`src/rtl/oclib_bc_csr_pkg.sv`:
```
// Shared definitions for the CSR byte-channel responder: request command
// codes, response status codes and the responder state encoding.
package oclib_bc_csr_pkg;

    localparam logic [7:0] CmdRead       = 8'h01;
    localparam logic [7:0] CmdWrite      = 8'h02;

    localparam logic [7:0] StatusOk      = 8'h00;
    localparam logic [7:0] StatusTimeout = 8'h01;
    localparam logic [7:0] StatusBadCmd  = 8'h02;

    typedef enum logic [2:0] {
        StCmd,
        StAddr,
        StWdata,
        StAccess,
        StRstat,
        StRdata
    } state_e;

endpackage

```
`src/rtl/oclib_bc_word_shifter.sv`:
```
// 32-bit MSB-first byte shifter with a 2-bit byte counter.
// Used both to assemble incoming words and to emit outgoing words.
// Ports:
//   clock, reset      rising-edge clock, synchronous active-low reset
//   i_load/i_loadData parallel load (also clears the byte counter)
//   i_shift/i_byteIn  shift word left by one byte, i_byteIn enters at LSB
//   o_word            current word; o_word[31:24] is the next byte out
//   o_last            the counter is on the 4th byte of the word
module oclib_bc_word_shifter (
    input  logic        clock,
    input  logic        reset,
    input  logic        i_load,
    input  logic [31:0] i_loadData,
    input  logic        i_shift,
    input  logic [7:0]  i_byteIn,
    output logic [31:0] o_word,
    output logic        o_last
);

    logic [31:0] r_word;
    logic [1:0]  r_count;

    always_ff @(posedge clock) begin
        if (!reset) begin
            r_word  <= '0;
            r_count <= '0;
        end else if (i_load) begin
            r_word  <= i_loadData;
            r_count <= '0;
        end else if (i_shift) begin
            r_word  <= {r_word[23:0], i_byteIn};
            r_count <= r_count + 2'd1;
        end
    end

    assign o_word = r_word;
    assign o_last = (r_count == 2'd3);

endmodule

```
`src/rtl/oclib_bc_csr_responder.sv`:
```
// Leaf-side CSR byte-channel responder. Collects one request frame
// (cmd, 4 address bytes, 4 write-data bytes for writes), performs one local
// register access, then returns a status byte plus 4 read-data bytes for
// successful reads.
// Ports:
//   clock, reset                 rising-edge clock, synchronous active-low reset
//   inData/inValid/inReady       request byte channel
//   outData/outValid/outReady    response byte channel
//   csrRead/csrWrite             access strobes, held for the whole access
//   csrAddress/csrWdata          access address / write data (held until next request)
//   csrRdata/csrReady            read data and one-cycle ack from registers
module oclib_bc_csr_responder
    import oclib_bc_csr_pkg::*;
#(
    parameter int unsigned TimeoutCycles = 1024,
    parameter int unsigned BlockId       = 0
) (
    input  logic        clock,
    input  logic        reset,
    input  logic [7:0]  inData,
    input  logic        inValid,
    output logic        inReady,
    output logic [7:0]  outData,
    output logic        outValid,
    input  logic        outReady,
    output logic        csrRead,
    output logic        csrWrite,
    output logic [31:0] csrAddress,
    output logic [31:0] csrWdata,
    input  logic [31:0] csrRdata,
    input  logic        csrReady
);

    localparam int unsigned     TmoW    = $clog2(TimeoutCycles + 1);
    localparam logic [TmoW-1:0] TmoLast = TmoW'(TimeoutCycles - 1);

    state_e          r_state;
    state_e          w_next;
    logic            r_isWrite;
    logic [7:0]      r_status;
    logic            r_armed;
    logic [TmoW-1:0] r_tmo;
    logic [31:0]     r_csrAddress;
    logic [31:0]     r_csrWdata;

    logic        w_inReady;
    logic        w_outValid;
    logic [7:0]  w_outData;
    logic        w_inXfer;
    logic        w_outXfer;
    logic        w_validCmd;
    logic        w_tmoHit;
    logic        w_accessDone;
    logic        w_rxLoad;
    logic        w_rxShift;
    logic        w_txLoad;
    logic        w_txShift;
    logic [31:0] w_rxWord;
    logic [31:0] w_txWord;
    logic        w_rxLast;
    logic        w_txLast;
    logic        w_unused;

    assign w_inXfer     = inValid & w_inReady;
    assign w_outXfer    = w_outValid & outReady;
    assign w_validCmd   = (inData == CmdRead) || (inData == CmdWrite);
    assign w_tmoHit     = (r_tmo == TmoLast);
    // csrReady takes priority over a simultaneous timeout expiry.
    assign w_accessDone = csrReady | w_tmoHit;

    oclib_bc_word_shifter u_rx (
        .clock      (clock),
        .reset      (reset),
        .i_load     (w_rxLoad),
        .i_loadData ('0),
        .i_shift    (w_rxShift),
        .i_byteIn   (inData),
        .o_word     (w_rxWord),
        .o_last     (w_rxLast)
    );

    oclib_bc_word_shifter u_tx (
        .clock      (clock),
        .reset      (reset),
        .i_load     (w_txLoad),
        .i_loadData (csrReady ? csrRdata : 32'h0),
        .i_shift    (w_txShift),
        .i_byteIn   (8'h00),
        .o_word     (w_txWord),
        .o_last     (w_txLast)
    );

    always_ff @(posedge clock) begin
        if (!reset) begin
            r_state <= StCmd;
        end else begin
            r_state <= w_next;
        end
    end

    always_comb begin
        w_next     = r_state;
        w_inReady  = 1'b0;
        w_outValid = 1'b0;
        w_outData  = r_status;
        csrRead    = 1'b0;
        csrWrite   = 1'b0;
        w_rxLoad   = 1'b0;
        w_rxShift  = 1'b0;
        w_txLoad   = 1'b0;
        w_txShift  = 1'b0;
        case (r_state)
            StCmd: begin
                // inReady is gated by reset so nothing is accepted in a reset cycle.
                w_inReady = reset;
                w_rxLoad  = 1'b1;
                if (w_inXfer) begin
                    w_next = w_validCmd ? StAddr : StRstat;
                end
            end
            StAddr: begin
                w_inReady = reset;
                w_rxShift = w_inXfer;
                if (w_inXfer && w_rxLast) begin
                    w_next = r_isWrite ? StWdata : StAccess;
                end
            end
            StWdata: begin
                w_inReady = reset;
                w_rxShift = w_inXfer;
                if (w_inXfer && w_rxLast) begin
                    w_next = StAccess;
                end
            end
            StAccess: begin
                csrRead  = !r_isWrite;
                csrWrite = r_isWrite;
                if (w_accessDone) begin
                    w_txLoad = 1'b1;
                    w_next   = StRstat;
                end
            end
            StRstat: begin
                // First RSTAT cycle stages the response; the status byte
                // is offered from the second cycle on.
                w_outValid = r_armed;
                w_outData  = r_status;
                if (w_outXfer) begin
                    w_next = (!r_isWrite && r_status == StatusOk) ? StRdata : StCmd;
                end
            end
            StRdata: begin
                w_outValid = 1'b1;
                w_outData  = w_txWord[31:24];
                w_txShift  = w_outXfer;
                if (w_outXfer && w_txLast) begin
                    w_next = StCmd;
                end
            end
            default: begin
                w_next = StCmd;
            end
        endcase
    end

    always_ff @(posedge clock) begin
        if (!reset) begin
            r_isWrite    <= 1'b0;
            r_status     <= StatusOk;
            r_armed      <= 1'b0;
            r_tmo        <= '0;
            r_csrAddress <= '0;
            r_csrWdata   <= '0;
        end else begin
            // Entry into RSTAT always comes from a different state, so this
            // is low exactly for the first RSTAT cycle.
            r_armed <= (r_state == StRstat);
            r_tmo   <= (r_state == StAccess) ? r_tmo + TmoW'(1) : '0;
            if (r_state == StCmd && w_inXfer) begin
                r_isWrite <= (inData == CmdWrite);
                r_status  <= w_validCmd ? StatusOk : StatusBadCmd;
            end
            if (r_state == StAddr && w_inXfer && w_rxLast) begin
                r_csrAddress <= {w_rxWord[23:0], inData};
            end
            if (r_state == StWdata && w_inXfer && w_rxLast) begin
                r_csrWdata <= {w_rxWord[23:0], inData};
            end
            if (r_state == StAccess && w_accessDone) begin
                r_status <= csrReady ? StatusOk : StatusTimeout;
            end
        end
    end

    assign inReady    = w_inReady;
    assign outValid   = w_outValid;
    assign outData    = w_outData;
    assign csrAddress = r_csrAddress;
    assign csrWdata   = r_csrWdata;

    // BlockId is reserved and carries no function.
    assign w_unused = ^{w_rxWord[31:24], w_txWord[23:0], BlockId[7:0]};

endmodule

```
`config.mk`:
```
export PLATFORM = sky130hd
export DESIGN_NAME = oclib_bc_csr_responder
export DESIGN_NICKNAME = d
export VERILOG_FILES = /design/src/rtl/oclib_bc_csr_pkg.sv /design/src/rtl/oclib_bc_word_shifter.sv /design/src/rtl/oclib_bc_csr_responder.sv
export SDC_FILE = /design/constraint.sdc
export NUM_CORES = 1
export LEC_CHECK = 0
export ABC_CLOCK_PERIOD_IN_PS = 3600
export BUFFER_PORTS_ARGS = -buffer_cell sky130_fd_sc_hd__buf_4
export CAP_MARGIN = 20
export CORE_MARGIN = 1.5
export CORE_UTILIZATION = 32
export DETAILED_ROUTE_END_ITERATION = 6
export PLACE_DENSITY_LB_ADDON = 0.08
export SLEW_MARGIN = 15
export SYNTH_ARGS = -nofsm -noshare
export SYNTH_HDL_FRONTEND = slang
export SYNTH_SLANG_ARGS = --single-unit
```
`constraint.sdc`:
```
create_clock -name clock -period 3.6 [get_ports clock]
set_input_delay 0.54 -clock clock [delete_from_list [all_inputs] [get_ports clock]]
set_output_delay 0.54 -clock clock [all_outputs]
set_load 0.02 [all_outputs]
```
==> impl_metrics.tcl, run 1 <==
set metrics [dict create \
    crit_path_max_incr_delay_ns 0.72 \
    cts-resized-gates 0 \
    grt_pass1_vias 4968 \
    area_growth_pct 28.0 \
    relSlewSlack_pct 34.8 \
    dieArea_sq_um 18900 \
    critPathKind "flip-flop to primary output" \
    grtUsageTotal_pct 17.7 \
    clock_latency_ns 0.42 \
    cp-end-kind "primary output" \
    tightest_slew_ns 0.977 \
    initialDrtViolationCount 227 \
    r2r-end "u_tx.o_word[31]" \
    rows 48 \
    syn-cell-area_sq_um 5790 \
    cts.path.max_buffers 2 \
    crit_arrival_ns 2.26 \
    ys_types 49 \
    path_clk_slew_ns 0.06 \
    tns_ns 0 \
    finalCriticalPeriod_ns 2.80 \
    yosys_most_used_dff "dfxtp_1" \
    synthTopCellsByArea "dfxtp_1 (49%), nand2_1 (14%), a21oi_1 (9.1%)" \
    core_area_sq_um 17500 \
    timing.fmax_ghz 0.357 \
    cp_slowest_cell "dfxtp_1" \
    cts_hold_buf 0 \
    ys_ff_latch 142 \
    period_share_pct 77.9 \
    ys_seq_area_share_pct 49.1 \
    rsz0062_at_grt "false" \
    hpwl_microns 10700 \
    cts.htree.levels 4 \
    final_cells 1034 \
    drive_above_1_share_pct 23.1 \
    finClkSkew_ns 0.00928 \
    cts.sinks 142 \
    synth_nets 753 \
    netlist_instances 705 \
    grt-ovfl-total 0 \
    setup_viol 0 \
    worstReg2RegStart "r_state[0]" \
    avgSynthCellArea_sq_um 8.21 \
    drv_cap 0 \
    cts_tree "done" \
    wl_microns 16100 \
    cp.required_ns 3.06 \
    via_count 5120 \
    cts_root_buffer "clkbuf_16" \
    worstPathMaxFanout 20 \
    design_area_sq_um 7400 \
    layout.cells.most_common "nand2_1" \
    endpoint "csrRead" \
    grt_pass1_wl_microns 25600 \
    die_h_microns 137 \
    slew_violations 0 \
    ant_nets 0 \
    hold_viol_final 0 \
    p_per_area_nw_per_um2 489 \
    hp-class "primary input to flip-flop" \
    crit_start "r_state[0]" \
    portBuffers 120 \
    cts_buffers 17 \
    io-pin-count 121 \
    cp-start-kind "flip-flop" \
    synth_top_area_share_pct 49.1 \
    ff2ff_path_depth 4 \
    cts_setup_buffers 0 \
    diodes 0 \
    dpl_worst_slack_ns 1.09 \
    final_core_util_pct 42.4 \
    dp.cells 1002 \
    synthArstFlopShare_pct 0 \
    via_per_inst 4.95 \
    leakagePower_nw 2.76 \
    antenna_found_initial 0 \
    synth_edf_count 0 \
    ff2ff_setup_slack_ns 1.02 \
    die_w_microns 137 \
    drcViolationCount 0 \
    whs_ns 0.366 \
    status "finished, final reports clean" \
    yosys.area.top_type "dfxtp_1" \
    postPlaceCellArea_sq_um 6770 \
    ir_drop_mv 0.309 \
    layout_setup_ws_ns 0.795 \
    start_util_pct 33.1 \
    grt_max_degree 80 \
    drtPass1Iterations 4 \
    ys_warn_count 0 \
    final_cell_mix "nand2_1 (222), dfxtp_1 (142), buf_4 (127), a21oi_1 (105), nor2_1 (39)" \
    wl_per_cell_microns 15.6 \
    path_cells "nand3b_1, nor2_1, buf_4" \
    layout.nets 844 \
    holdPathStages 3 \
    place_congestion 0.754 \
    finalPower_mw 3.62 \
]
-- kinds of logic (layout without fill, tap and decap cells) --
family                     after synthesis  in the layout  synth area share [%]
AOI/OAI and AO/OA                      178            178                  20.5
DFF                                    142            142                  49.1
adders and majority gates                3              3                 0.649
muxes                                    3              3                 0.584
xor gates and xnor gates                12             12                  1.82
buffers and inverters                   59            163                  4.80
and+or+nand+nor                        308            308                  22.5
-- flip-flops by register name, summed over array words and instances, names as in the netlist --
| register | cells |
|---|---|
| u_rx.r_count | 2 |
| r_armed | 1 |
| csrAddress | 32 |
| csrWdata | 32 |
| r_status | 2 |
| u_rx.o_word | 24 |
| u_tx.r_count | 2 |
| r_tmo | 11 |
| r_isWrite | 1 |
| r_state | 3 |
| u_tx.o_word | 32 |
-- cell type report --
type                            count  area, sq um
Inverter                            3         11.3
Timing Repair Buffer              128          968
Tap cell                          225          282
Clock buffer                       22          474
Multi-Input combinational cell    504         2670
Clock inverter                     10          159
Fill cell                        1740        10100
Sequential cell                   142         2840
-- routing by layer --
layer | up-vias | global-route usage (%) | share of wire (%) | routed length (microns)
met5 | - | 0 | 0 | 0
met4 | 0 | 5.61 | 0.99 | 159
met3 | 13 | 5.56 | 6.2 | 996
met2 | 124 | 26.9 | 46 | 7370
met1 | 2419 | 23.8 | 47 | 7610
li1 | 2564 | - | - | -
-- critical path: cells and delay by family, from the launching register on --
kind	cells	cell delay, ns
flops	1	0.72
buf+inv	1	0.19
simple gates	2	0.94
-- synthesized netlist by cell type (4+ instances only) --
cell type / count
o211ai_1: 8
xor2_1: 9
nand4_1: 6
a211oi_1: 5
and2_1: 11
and3_1: 4
buf_6: 4
clkbuf_1: 35
buf_2: 14
nand2_1: 222
dfxtp_1: 142
nor2_1: 40
a221oi_2: 20
o21ai_0: 25
a21oi_1: 105
-- where the power goes --
group / internal (mW) / total (mW) / switching (mW)
combinational: 0.0625 / 0.155 / 0.0924
clock: 1.21 / 1.87 / 0.659
sequential: 1.58 / 1.59 / 0.0125
-- worst min-delay path by stage --
stage,endpoint,slack (ns),start
6_report,u_tx.o_word[3],0.37,csrRdata[3]
5_1_grt,u_tx.o_word[3],0.36,csrRdata[3]
4_1_cts,u_tx.o_word[3],0.35,csrRdata[3]
3_5_place_dp,r_tmo[0],0.44,r_tmo[0]
3_3_place_gp,r_tmo[0],0.44,r_tmo[0]
2_1_floorplan,r_tmo[0],0.41,r_tmo[0]
(Power assumes the default switching activity.)
==> run 2, diff against run 1 <==
- ABC_CLOCK_PERIOD_IN_PS: 3600 -> 2830
- clock period: 3.6 -> 2.83 ns (I/O delays scaled with it)
==> run 2 against run 1 <==
Compared with the run above:
- first-iteration DRC count rose by 22%
- sequential share of layout area barely moved
- via count fell by 0.37%
- utilization barely moved
- critical path depth rose by 1
- critical path type unchanged
==> impl_metrics.tcl, run 2 (synthesis results as in run 1) <==
set metrics [dict create \
    status "finished, final reports clean" \
    path_clk_slew_ns 0.06 \
    layout.nets 851 \
    hp-start "csrRdata[1]" \
    final_core_util_pct 42.4 \
    hp-class "primary input to flip-flop" \
    grt_pass1_wl_microns 25100 \
    io-pin-count 121 \
    path_common_cell "buf_4" \
    hold_viol_final 0 \
    p_per_area_nw_per_um2 598 \
    drv_cap 0 \
    start_util_pct 33.1 \
    rows 48 \
    clock_latency_ns 0.41 \
    via_per_inst 4.90 \
    die_h_microns 137 \
    setup_viol 0 \
    cts.path.max_buffers 2 \
    hpwl_microns 10600 \
    antenna_found_initial 0 \
    cts_tree "done" \
    slew_violations 0 \
    cts_root_buffer "clkbuf_16" \
    combPwrFrac_pct 4.8 \
    cp_top_family "simple AND/OR/NAND/NOR gates" \
    timing.fmax_ghz 0.419 \
    grt_max_degree 80 \
    rsz0062_at_grt "false" \
    cts.htree.levels 4 \
    leakagePower_nw 2.77 \
    p_seq_share_pct 45.5 \
    wl_per_cell_microns 15.2 \
    ff2ff_path_depth 6 \
    r2r-end "u_tx.o_word[25]" \
    relSlewSlack_pct 40.6 \
    grtUsageMet3_pct 5.67 \
    cp-end-kind "primary output" \
    holdPathStages 3 \
    layout.cells.most_common "nand2_1" \
    p_int_mw 3.44 \
    tns_ns 0 \
    min_delay_worst_endpoint "u_tx.o_word[1]" \
    tightest_slew_ns 0.889 \
    finalPower_mw 4.43 \
    core_area_sq_um 17500 \
    cts.sinks 142 \
    postPlaceCellArea_sq_um 6820 \
    grt-ovfl-total 0 \
    place_congestion 0.760 \
    wl_microns 15800 \
    power_switching_share_pct 22.3 \
    cts_hold_buf 0 \
    area_growth_pct 28.0 \
    portBuffers 120 \
    met2_usage_pct 25.8 \
    final_cell_mix "nand2_1 (222), dfxtp_1 (142), buf_4 (135), a21oi_1 (105), nor2_1 (39)" \
    period_share_pct 84.3 \
    design_area_sq_um 7410 \
    num-fill-cells 1788 \
    cp.required_ns 2.41 \
    ir_drop_mv 0.381 \
    grtUsageTotal_pct 17.2 \
    cp_slowest_cell "and3b_1" \
    use_met1_pct 23.5 \
    final_cells 1041 \
    ff2ff_setup_slack_ns 0.48 \
    busiest_layer "met2" \
    dieArea_sq_um 18900 \
    via_count 5101 \
    p_sw_uw 986 \
    cts_setup_buffers 0 \
    path_cells "buf_4, and3b_1, mux2_2, buf_4" \
    drive_above_1_share_pct 23.9 \
    grt_pass1_vias 4822 \
    worstReg2RegStart "r_tmo[0]" \
    crit_path_max_incr_delay_ns 0.44 \
    worstPathMaxFanout 19 \
    cts_buffers 17 \
    initialDrtViolationCount 278 \
    drcViolationCount 0 \
    ant_nets 0 \
    finClkSkew_ns 0.0123 \
    diodes 0 \
    cp_num_buf_inv 2 \
    drtPass1Iterations 4 \
    dp.cells 1009 \
    critPathKind "flip-flop to primary output" \
    pwr-share-clk_pct 49.7 \
    crit_arrival_ns 1.96 \
    cp-start-kind "flip-flop" \
    finalCriticalPeriod_ns 2.39 \
    cts-resized-gates 0 \
    die_w_microns 137 \
]
-- run 2: power by group through the flow --
stage,clock network [mW],registers (mW),logic [mW]
floorplan,0,2.06,0.120
global placement,0,2.06,0.212
detailed placement,0,2.06,0.215
CTS,2.25,2.01,0.216
global route,2.34,2.02,0.235
finish,2.20,2.02,0.213
-- run 2: cell type report --
class / count / area [sq um] / share of cell area [%]
well taps: 225 / 282 / 3.80
multi-input cells: 504 / 2670 / 36.0
clock inverters: 12 / 135 / 1.82
clock buffers: 20 / 457 / 6.16
inverters: 3 / 11.3 / 0.152
repair buffers: 135 / 1010 / 13.7
flip-flops and latches: 142 / 2840 / 38.4
-- run 2: worst register-to-register path: stages, from the launching register on --
cell and delay (ns):
dfxtp_1 0.32, ha_1 0.23, and2_1 0.22, a41oi_4 0.48, or2_1 0.57, buf_4 0.32
a221oi_2 0.08
-- run 2: worst max path at each step --
stage | cells after the start | start | slack, ns | to
after floorplan | 4 | reset | 0.87 | inReady
after global placement | 6 | r_tmo[0] | 0.54 | u_tx.o_word[8]
after detailed placement | 6 | r_tmo[0] | 0.48 | u_tx.o_word[25]
after CTS | 4 | r_state[0] | 0.42 | outData[1]
after global routing | 6 | r_tmo[0] | 0.31 | u_tx.o_word[16]
final | 4 | r_state[0] | 0.44 | outData[1]
-- run 2: layer usage --
layer  vias to the layer above  wire (microns)
met5                         -               0
met2                       101            7150
met4                         0              55
met3                         4             895
met1                      2411            7710
li1                       2585               -
-- run 2: through the flow --
step	setup slack [ns]	hold WS [ns]
after floorplan	0.866	0.413
after global placement	0.543	0.431
after detailed placement	0.483	0.435
after CTS	0.423	0.242
after global routing	0.314	0.251
final	0.444	0.260
